### src/rtl/pipe_stage_chain.sv
// pipe_stage_chain: elastic valid/ready register chain with bubble collapse,
// flush, occupancy count and a retire order counter.
// Optional feature macro: PIPE_SKID_EN adds a skid slot ahead of slot 0 so
// in_ready has no combinational path from out_ready.
module pipe_stage_chain #(
    parameter int unsigned WIDTH    = 32,
    parameter int unsigned N_STAGES = 2,
    parameter int unsigned ORDER_W  = 64,
    localparam int unsigned OCC_W   = $clog2(N_STAGES + 2)
) (
    input  logic               clk,
    input  logic               rst,
    input  logic               flush,
    input  logic               in_valid,
    output logic               in_ready,
    input  logic [WIDTH-1:0]   in_data,
    output logic               out_valid,
    input  logic               out_ready,
    output logic [WIDTH-1:0]   out_data,
    output logic [ORDER_W-1:0] out_order,
    output logic [OCC_W-1:0]   occupancy
);

    // Slot 0 is the input side, slot N_STAGES-1 is the head.
    logic [N_STAGES-1:0] r_v;
    logic [WIDTH-1:0]    r_d [N_STAGES];
    logic [ORDER_W-1:0]  r_order;
    logic [OCC_W-1:0]    r_occ;

    logic [N_STAGES-1:0] w_adv;
    logic                w_in_fire;
    logic                w_out_fire;
    logic                w_src_v;
    logic [WIDTH-1:0]    w_src_d;

    // A slot advances when it or any slot ahead of it is empty, or the head drains.
    // Written as an OR over the downstream slots to avoid a self-referencing chain.
    always_comb begin
        w_adv = '0;
        for (int i = 0; i < int'(N_STAGES); i++) begin
            w_adv[i] = out_ready;
            for (int j = i; j < int'(N_STAGES); j++) begin
                if (!r_v[j]) begin
                    w_adv[i] = 1'b1;
                end
            end
        end
    end

    assign w_in_fire  = in_valid && in_ready;
    assign w_out_fire = out_valid && out_ready;

`ifdef PIPE_SKID_EN
    logic             r_sv;
    logic [WIDTH-1:0] r_sd;

    // Registered ready: only the skid occupancy gates upstream.
    assign in_ready = !r_sv && !flush;

    // A parked skid entry always wins slot 0 over fresh input.
    assign w_src_v = r_sv || w_in_fire;
    assign w_src_d = r_sv ? r_sd : in_data;

    // Skid slot: park on accept while slot 0 is stalled, release when it advances.
    always_ff @(posedge clk or posedge rst) begin
        if (rst) begin
            r_sv <= 1'b0;
            r_sd <= '0;
        end else if (flush) begin
            r_sv <= 1'b0;
        end else if (r_sv) begin
            if (w_adv[0]) begin
                r_sv <= 1'b0;
            end
        end else if (w_in_fire && !w_adv[0]) begin
            r_sv <= 1'b1;
            r_sd <= in_data;
        end
    end
`else
    assign in_ready = w_adv[0] && !flush;
    assign w_src_v  = w_in_fire;
    assign w_src_d  = in_data;
`endif

    assign out_valid = r_v[N_STAGES-1] && !flush;
    assign out_data  = r_d[N_STAGES-1];
    assign out_order = r_order;
    assign occupancy = r_occ;

    // Valid bits: shift forward on advance, all cleared by flush.
    always_ff @(posedge clk or posedge rst) begin
        if (rst) begin
            r_v <= '0;
        end else if (flush) begin
            r_v <= '0;
        end else begin
            if (w_adv[0]) begin
                r_v[0] <= w_src_v;
            end
            for (int i = 1; i < int'(N_STAGES); i++) begin
                if (w_adv[i]) begin
                    r_v[i] <= r_v[i-1];
                end
            end
        end
    end

    // Payload: load only when a valid entry arrives; otherwise hold (bubbles keep old data).
    always_ff @(posedge clk or posedge rst) begin
        if (rst) begin
            for (int i = 0; i < int'(N_STAGES); i++) begin
                r_d[i] <= '0;
            end
        end else if (!flush) begin
            if (w_adv[0] && w_src_v) begin
                r_d[0] <= w_src_d;
            end
            for (int i = 1; i < int'(N_STAGES); i++) begin
                if (w_adv[i] && r_v[i-1]) begin
                    r_d[i] <= r_d[i-1];
                end
            end
        end
    end

    // Retire order: counts consumes, wraps silently.
    always_ff @(posedge clk or posedge rst) begin
        if (rst) begin
            r_order <= '0;
        end else if (w_out_fire) begin
            r_order <= r_order + ORDER_W'(1);
        end
    end

    // Occupancy: +1 per accept, -1 per consume, zero after flush.
    always_ff @(posedge clk or posedge rst) begin
        if (rst) begin
            r_occ <= '0;
        end else if (flush) begin
            r_occ <= '0;
        end else begin
            r_occ <= r_occ + OCC_W'(w_in_fire) - OCC_W'(w_out_fire);
        end
    end

endmodule

### config.mk
export PLATFORM = sky130hd
export DESIGN_NAME = pipe_stage_chain
export DESIGN_NICKNAME = d
export VERILOG_FILES = /design/src/rtl/pipe_stage_chain.sv
export SDC_FILE = /design/constraint.sdc
export NUM_CORES = 1
export LEC_CHECK = 0
export ABC_AREA = 1
export CORE_MARGIN = 4
export CORE_UTILIZATION = 47
export DETAILED_ROUTE_END_ITERATION = 10
export PLACE_DENSITY = 0.84
export SYNTH_ARGS = -nofsm -noshare
export SYNTH_HDL_FRONTEND = slang
export SYNTH_SLANG_ARGS = --single-unit
### constraint.sdc
create_clock -name clk -period 4.63 [get_ports clk]
set_input_delay 1.389 -clock clk [delete_from_list [all_inputs] [get_ports clk]]
set_output_delay 1.389 -clock clk [all_outputs]
set_load 0.05 [all_outputs]
==> summary by stage, run 1 <==
Clock network
The clock transition time at the flip-flop clock pins of the worst setup and hold paths is 0.06 ns. The sink count of the clock tree is between 100 and 150. TritonCTS built the clock tree. The clock insertion delay at the later pin of the skew report is 0.42 ns. The tree is rooted in a sky130_fd_sc_hd__clkbuf_16. The total CTS buffers is 17. CTS built an H-tree with a depth of 4.

The clock passes through at most 2 buffers. The number of setup buffers added after CTS is 0. Hold repair after CTS inserted 0 buffers. The post-cts sizing count is 0.

Worst setup path
The critical setup path kind is input port to primary output. Data on the critical path arrives at its endpoint at between 2 and 2.5 ns. Data on the critical path is required at its endpoint by 3.24 ns. The family with the most delay on the worst path is buffers and inverters.

The slowest stage of the critical path belongs to the cell sky130_fd_sc_hd__clkdlybuf4s50_1. The kind of end point of the critical path is a primary output. STA classifies the critical path startpoint as an input port.

The critical path contains buffers and inverters numbering 4 combined. In this design, the critical path's most frequently occurring cell is sky130_fd_sc_hd__inv_1. Traced cell by cell, the critical path runs through clkdlybuf4s50_1, inv_1, nand3_1, nand2_1, inv_1, buf_4. In this design, the stage delay of the slowest critical-path cell is 0.55 ns. The highest fanout seen on the critical path is 2.

Drt
The total wirelength of the detailed-routed design is 17.62 mm. For this run, design rule violations remaining after detail routing come to 0. The initial detailed-routing violation count is between 400 and 500. Before antenna repair, the detailed router went through 5 iterations. The routed via count divided by cell count is ~5.1. Across all layers, the routed design uses 5876 vias. In the final routed layout, each cell accounts on average for roughly 15 µm. The remaining antenna violation count after routing is 0.

Cells and area
Summing all multi-input logic gate instances after layout gives approximately 2800 µm². The repair_antennas step left the layout with diodes totalling 0. In the final layout, the share of cells above drive strength 1 is 0.08495.

Across the whole layout, storage elements account for 3303 µm². The count of nets after finishing is 1004. Compared with the post-synthesis result, the final layout area differs by 27.95%. Counting the fill cells in the layout gives 1171.

Global routing
The pin count of the biggest net entering global routing is 97. The via count of the first global-routing pass is 5739. The first global-routing pass estimated 28.48 mm of wire. The number of antenna violations at the first check in global routing was 0. The overflow left after global routing is 0. The global-route total usage across every layer is 0.2190.

Timing
The number of max-slew violations in the final report is 0. After routing, the total negative slack on setup checks comes to 0 ns. Setup repair after global routing left no endpoint under its margin. The final critical path time including I/O delays and setup is 3.828 ns. The tightest slew margin relative to the limit is 0.5903.

For the pin with the worst max-slew slack, the measured transition is 0.6146 ns. For the final database, setup skew stands at 0.006311 ns. The final worst-path cycle share is 0.8268. The achievable frequency is 0.2612 GHz. The count of endpoints failing hold in the final timing report came to 0. The worst setup margin is 0.8019 ns. Setup violations remaining at the end of the flow were counted as 0.

Pwr
IR analysis of the VDD net gives a maximum drop of 293.3 µV. The total design power is 3.347 mW. The total leakage power is ~4.0 nW. The power density over the cells is between 300 and 400 nW/µm².

Yosys
Yosys printed 0 warnings. Yosys attributes the largest share of cell area to sky130_fd_sc_hd__dfrtp_1, sky130_fd_sc_hd__nand2_1, sky130_fd_sc_hd__nor2_1, sky130_fd_sc_hd__inv_1, sky130_fd_sc_hd__buf_4. The number of storage elements in the synthesis netlist is 132. The synthesized design spends more area on one cell type than any other, namely sky130_fd_sc_hd__dfrtp_1. Sorting the synthesized cells by how often they occur yields sky130_fd_sc_hd__nand2_1, sky130_fd_sc_hd__nor2_1, sky130_fd_sc_hd__dfrtp_1. After synthesis the cells add up to around 6800 µm². The number of enable-type register cells in the synthesized netlist is 0. The post-synthesis area per instance is about 8 µm². For this run, the leading register cell type out of synthesis is sky130_fd_sc_hd__dfrtp_1.

The number of nets in the synthesized netlist is 892. The share of synthesized flip-flops with an asynchronous set or reset is 1.000. Of the post-synthesis cell area, the dominant cell type holds 0.4829.

The synthesized netlist contains 32 unique library cells. The share of the Yosys chip area taken by registers is 0.4829. The most common cell in the synthesized netlist is sky130_fd_sc_hd__nand2_1.

The instance count of the mapped netlist is 852.

Flow run
Across the run, the number of max-cap violations was 0.

Floorplan
The core outline area is 14040 µm². The total die area is 16550 µm². The I/O pin count is 137.

The die width is 128.6 µm. The die is 128.6 µm tall. In this run the core area contains 43 standard-cell rows. The initial utilization of the core area, before any placement, comes to 0.4871.

Place
In this run the tool buffered the top-level ports with between 100 and 150 buffer cells. The worst slack at placement is 0.8060 ns. The congestion estimate from routability-driven global placement came to 0.9399. The HPWL after detailed placement is 13.03 mm.

Worst hold path
The tightest min-delay check is of the flip-flop to flip-flop type.

Run status
The run finished with clean final reports.
-- worst min-delay path, stage by stage, from the launching register on --
cell and delay, ns:
sky130_fd_sc_hd__dfrtp_1 0.34, sky130_fd_sc_hd__nand2_1 0.05, sky130_fd_sc_hd__o21ai_0 0.06
-- sequential cells by signal, indices dropped and copies added (netlist names) --
register	flops
out_order	64
out_data	32
r_d	32
occupancy	2
r_v	2
-- layout make-up --
cell class,count,area share
Multi-Input combinational cell,565,0.3227
Inverter,108,0.04675
Clock buffer,19,0.05061
Tap cell,180,0.02573
Clock inverter,13,0.01701
Timing Repair Buffer,140,0.1598
Sequential cell,132,0.3774
-- worst paths after layout --
| check | from | endpoint | slack (ns) | cells after the start |
|---|---|---|---|---|
| min in group asynchronous | rst | r_d[43]$_DFFE_PP0P_ | 1.49 | 3 |
| max | out_ready | in_ready | 0.80 | 6 |
| max in group asynchronous | rst | out_order[12]$_DFFE_PP0P_ | 2.74 | 3 |
| min reg2reg | out_data[30]$_DFFE_PP0P_ | out_data[30]$_DFFE_PP0P_ | 0.48 | 2 |
| max reg2reg | r_v[1]$_DFFE_PP0P_ | out_order[41]$_DFFE_PP0P_ | 2.77 | 9 |
| min | out_data[30]$_DFFE_PP0P_ | out_data[30]$_DFFE_PP0P_ | 0.48 | 2 |
-- cells in the final DEF, fill, tap and decap left out, types with 2 or more instances in the layout --
| master | netlist | layout |
|---|---|---|
| sky130_fd_sc_hd__o21ai_1 | 2 | 2 |
| sky130_fd_sc_hd__clkinv_2 | 0 | 3 |
| sky130_fd_sc_hd__nor2_1 | 134 | 134 |
| sky130_fd_sc_hd__dfrtp_1 | 132 | 132 |
| sky130_fd_sc_hd__nand2_4 | 3 | 3 |
| sky130_fd_sc_hd__nand2_2 | 9 | 10 |
| sky130_fd_sc_hd__clkdlybuf4s50_1 | 0 | 134 |
| sky130_fd_sc_hd__inv_8 | 0 | 2 |
| sky130_fd_sc_hd__buf_4 | 33 | 5 |
| sky130_fd_sc_hd__nand4_1 | 17 | 17 |
| sky130_fd_sc_hd__clkinv_4 | 0 | 2 |
| sky130_fd_sc_hd__inv_2 | 2 | 2 |
| sky130_fd_sc_hd__bufinv_16 | 0 | 2 |
| sky130_fd_sc_hd__nand3_2 | 4 | 5 |
| sky130_fd_sc_hd__inv_6 | 0 | 3 |
| sky130_fd_sc_hd__nand3b_1 | 12 | 12 |
| sky130_fd_sc_hd__xor2_1 | 19 | 19 |
| sky130_fd_sc_hd__nor2_2 | 8 | 8 |
| sky130_fd_sc_hd__nand3_1 | 26 | 25 |
| sky130_fd_sc_hd__ha_1 | 3 | 3 |
| sky130_fd_sc_hd__nor2_4 | 10 | 10 |
| sky130_fd_sc_hd__nor4_1 | 2 | 2 |
| sky130_fd_sc_hd__nand2_1 | 214 | 213 |
| sky130_fd_sc_hd__o21ai_0 | 40 | 40 |
| sky130_fd_sc_hd__a21oi_1 | 32 | 32 |
| sky130_fd_sc_hd__nor2_8 | 2 | 2 |
| sky130_fd_sc_hd__nor3_1 | 5 | 5 |
| sky130_fd_sc_hd__clkinvlp_4 | 0 | 2 |
| sky130_fd_sc_hd__nand3_4 | 3 | 3 |
| sky130_fd_sc_hd__inv_1 | 105 | 104 |
| sky130_fd_sc_hd__xnor2_1 | 16 | 16 |
| sky130_fd_sc_hd__clkbuf_16 | 0 | 17 |
-- power breakdown --
group	switching [mW]	internal, mW	leakage, nW
combinational	0.449	0.218	2.07
clock	0.528	0.817	0.292
sequential	0.0647	1.27	1.67
total	1.04	2.30	4.04
-- cell families (layout without fill, tap and decap cells) --
logic type               after synthesis  after routing  share of synthesized area
XOR/XNOR                              36             36                    0.04719
buffers and inverters                155            280                     0.1054
adder cells (fa/ha/maj)                3              3                   0.005488
AO/OA/AOI/OAI                         74             74                    0.05414
flip-flops                           132            132                     0.4829
AND/OR/NAND/NOR                      452            452                     0.3049
-- metal layers --
| layer | vias to the layer above | global-route usage | part of all wire |
|---|---|---|---|
| li1 | 2839 | - | - |
| met1 | 2771 | 0.2854 | 0.42 |
| met2 | 227 | 0.3582 | 0.49 |
| met3 | 39 | 0.04442 | 0.062 |
| met4 | 0 | 0.09018 | 0.025 |
| met5 | - | 0 | 0 |
-- stage by stage --
stage / cell area, µm² / utilization / hold slack (ns) / std cells
after floorplan: 6844 / - / 0.4542 / 852
after global placement: 8160 / 0.5811 / 0.4641 / 1125
after detailed placement: 8160 / 0.5811 / 0.4718 / 1125
after CTS: 8752 / 0.6233 / 0.4866 / 1157
after global routing: 8752 / 0.6233 / 0.5083 / 1157
final: 8752 / 0.6233 / 0.4826 / 1157
No activity file was read; power rests on OpenSTA's default activity.
==> run 2: changes to the inputs <==
- CORE_UTILIZATION: 47 -> 52
- PLACE_DENSITY: 0.84 -> 0.88
- clock period: 4.63 -> 3.86 ns (I/O delays scaled with it)
==> run 2 against run 1 <==
Worst setup slack got worse by 0.26 ns. Final cell count is 0.61% lower. Clock power increased by 15%. Largest power group is now registers. Sequential power rose by 20%. Clock skew rose by 0.0049 ns. Via count up 0.94%. Design area grew 0.16%. Total power increased by 18%. Sequential share of layout area shrank 0.059 points. Highest routed layer unchanged. Combinational power rose by 21%.
==> summary by stage, run 2 (same netlist as run 1, synthesis figures left out) <==
Clock network
The total CTS buffers was 17 (unchanged). Clock tree synthesis selected as its root buffer the cell sky130_fd_sc_hd__clkbuf_16. The sink count of the clock tree is 132 (unchanged).

The post-CTS setup buffer count came to 0 (unchanged). The post-cts sizing count came to 0 (unchanged). The clock transition time at the flip-flop clock pins of the worst setup and hold paths is 0.06 ns (about the same). The maximum root-to-sink buffer count is 2 (unchanged). The number of hold buffers added after CTS is 0 (unchanged). TritonCTS built the clock tree.

The clock insertion delay at the later pin of the skew report is 0.42 ns (about the same). The maximum level of the CTS H-tree is 4 (unchanged).

Floorplan
The initial standard-cell utilization of the core is 0.5355 (+0.04838). The total die area came to 15050 µm² (-9.0%). The core outline area was 12770 µm² (-9.0%). The I/O pin count was 137 (unchanged). The vertical die dimension was 122.7 µm (-4.6%). The number of rows created at floorplan is 41 (-4.7%). The die width was 122.7 µm (-4.6%).

Worst setup path
The worst setup path is of the input port to primary output kind. The worst setup path is launched from an input port. The highest fanout seen on the critical path was 2 (unchanged). The critical-path cell with the highest stage delay is sky130_fd_sc_hd__clkdlybuf4s50_1. Walking the worst path, the cells encountered are clkdlybuf4s50_1, inv_1, nand3_1, nand2_1, inv_1, buf_12. The required time at the worst-slack endpoint is 2.70 ns (-0.54 ns). Among the stages of the critical path, the cell type that occurs most often is sky130_fd_sc_hd__inv_1. The kind of end point of the critical path is a primary output. The critical path buffer and inverter count is 4 (unchanged). The family with the most delay on the worst path is buffers and inverters. The delay of the slowest critical-path stage is 0.53 ns (-0.02 ns). The worst path arrival time is 2.16 ns (-0.28 ns).

Cells and area
The area growth from synthesis to final layout is 28.15%. The number of flip-flops under the largest register name is 64 (unchanged). The count of nets after finishing is 1005 (+0.10%). The share of post-route cells with drive strength above 1 is 0.08589 (+0.0009356). The final instance area came to 8766 µm² (+0.16%). The number of diodes was 0 (unchanged). The most common cell after layout, fill and taps aside is sky130_fd_sc_hd__nand2_1. The share of the core filled with cells is 0.6863 (+0.06298). The top cell types in the final layout, fill and taps aside, are sky130_fd_sc_hd__nand2_1, sky130_fd_sc_hd__nor2_1, sky130_fd_sc_hd__clkdlybuf4s50_1.

The fill cell total of the finished layout came to 947 (-19%).

Place
The number of port buffers is 136 (unchanged). The half-perimeter wire length of the detailed placement result is 13.14 mm (+0.85%). The global placer's final weighted congestion is 0.9441 (+0.45%). The total placed instance area was 8195 µm² (+0.43%).

Global routing
The pin count of the biggest net entering global routing was 66 (-32%). The overflow left after global routing is 0 (unchanged). The via count of the first global-routing pass was 5826 (+1.5%). The first-pass GRT wire length is 29.04 mm (+1.9%).

The number of antenna violations at the first check in global routing is 0 (unchanged). The global-route total usage across every layer is 0.2492 (+0.03022).

Run status
The run finished with clean final reports.

Timing
The smallest clock period supported by the final layout is computed as 3.315 ns. Derived from the worst setup path, the maximum achievable clock frequency is 0.3016 GHz. Dividing the final minimum period by the clock period gives 0.8589. The clock skew is 0.01120 ns (+0.004890 ns). The final number of setup-violating endpoints was 0 (unchanged).

The count of endpoints failing hold in the final timing report was 0 (unchanged). The tightest slew margin relative to the limit came to 0.5700 (-0.02024). The number of max-slew violations in the final report is 0 (unchanged). The total negative slack is 0 ns (unchanged).

The worst-margin pin slew came to 0.6442 ns (+0.02962 ns). Setup repair after global routing left no endpoint under its margin.

Flow run
The number of max-cap violations was 0 (unchanged).

Pwr
The net switching power of the design was 1.265 mW (+21%). The relative contribution of the clock network to total power was 0.391 (-0.011). The relative contribution of sequential cells to total power is 0.405 (+0.006). The power density over the cells is 451.5 nW/µm² (+18%). The proportion of power drawn by combinational gates is 0.204 (+0.005). The cell internal power dissipation came to 2.693 mW (+17%). The worst vdd rail ir drop came to 259.8 µV (-11%).

The switching power as a share of total power was 0.3197 (+0.008318). The total design power is 3.958 mW (+18%). The total leakage power is 4.038 nW (about the same).

Drt
The number of remaining DRC errors is 0 (unchanged). The via count is 5931 (+0.94%). The routed via count divided by cell count came to 5.157 (+1.6%). The first-pass detailed-route iteration total came to 5 (unchanged). The initial detailed-routing violation count is 588 (+42%).

The routed length per placed instance came to 15.41 µm (+1.2%). The remaining antenna violation count after routing is 0 (unchanged). The total wirelength of the detailed-routed design is 17.72 mm (+0.58%).

Worst hold path
The path class of the tightest hold or removal check is flip-flop to flip-flop.
-- run 2: cell count changes in the layout (fill, tap and decap cells not counted), moves of 2 or more --
cell                       before  now
sky130_fd_sc_hd__buf_12         1    4
sky130_fd_sc_hd__inv_6          3    6
sky130_fd_sc_hd__buf_4          5    3
sky130_fd_sc_hd__clkinv_2       3    1
sky130_fd_sc_hd__clkinv_4       2    4
-- run 2: power groups by stage --
stage | registers, mW | logic [mW] | clock network, mW
after floorplan | 1.67 | 0.578 | 0
after global placement | 1.62 | 0.793 | 0
after detailed placement | 1.62 | 0.812 | 0
after CTS | 1.60 | 0.816 | 1.57
after global routing | 1.61 | 0.861 | 1.64
final | 1.60 | 0.808 | 1.55
-- run 2: worst register-to-register path: stages, from the launching register on --
cell,delay (ns)
sky130_fd_sc_hd__dfrtp_1,0.46
sky130_fd_sc_hd__nand2_1,0.11
sky130_fd_sc_hd__nor2_1,0.24
sky130_fd_sc_hd__inv_1,0.07
sky130_fd_sc_hd__nor2_1,0.25
sky130_fd_sc_hd__nand2_1,0.15
sky130_fd_sc_hd__nor2_1,0.25
sky130_fd_sc_hd__nand3_1,0.11
sky130_fd_sc_hd__nand2_1,0.07
sky130_fd_sc_hd__nand2_1,0.05
-- run 2: worst paths after layout --
kind,startpoint,endpoint,slack [ns],depth (start not counted)
min,out_data[22]$_DFFE_PP0P_,out_data[22]$_DFFE_PP0P_,0.48,2
min in group asynchronous,rst,out_data[13]$_DFFE_PP0P_,1.15,2
max reg2reg,out_order[31]$_DFFE_PP0P_,out_order[60]$_DFFE_PP0P_,1.99,9
max in group asynchronous,rst,out_order[51]$_DFFE_PP0P_,2.04,3
min reg2reg,out_data[22]$_DFFE_PP0P_,out_data[22]$_DFFE_PP0P_,0.48,2
max,out_ready,in_ready,0.54,6
-- run 2: area by class of cell --
class	instances	area (µm²)	share of cell area
Timing Repair Buffer	141	1444	0.1647
Sequential cell	132	3303	0.3768
Inverter	108	409.1	0.04667
Clock buffer	18	429.2	0.04896
Clock inverter	14	141.4	0.01613
Multi-Input combinational cell	565	2824	0.3222
Tap cell	172	215.2	0.02455
-- run 2: per-stage QoR --
stage	hold slack [ns]	setup WS, ns	instances
detailed placement	0.4736	0.5496	1118
global placement	0.4645	0.5592	1118
floorplan	0.4542	0.9823	852
global route	0.5091	0.4674	1150
finish	0.4839	0.5447	1150
CTS	0.4893	0.5443	1150
-- run 2: routing by layer --
metal | track usage | share of wire | wire, µm
met1 | 0.3316 | 0.41 | 7310
met2 | 0.3949 | 0.48 | 8527
met3 | 0.05207 | 0.074 | 1304
met4 | 0.1099 | 0.033 | 580
met5 | 0 | 0 | 0
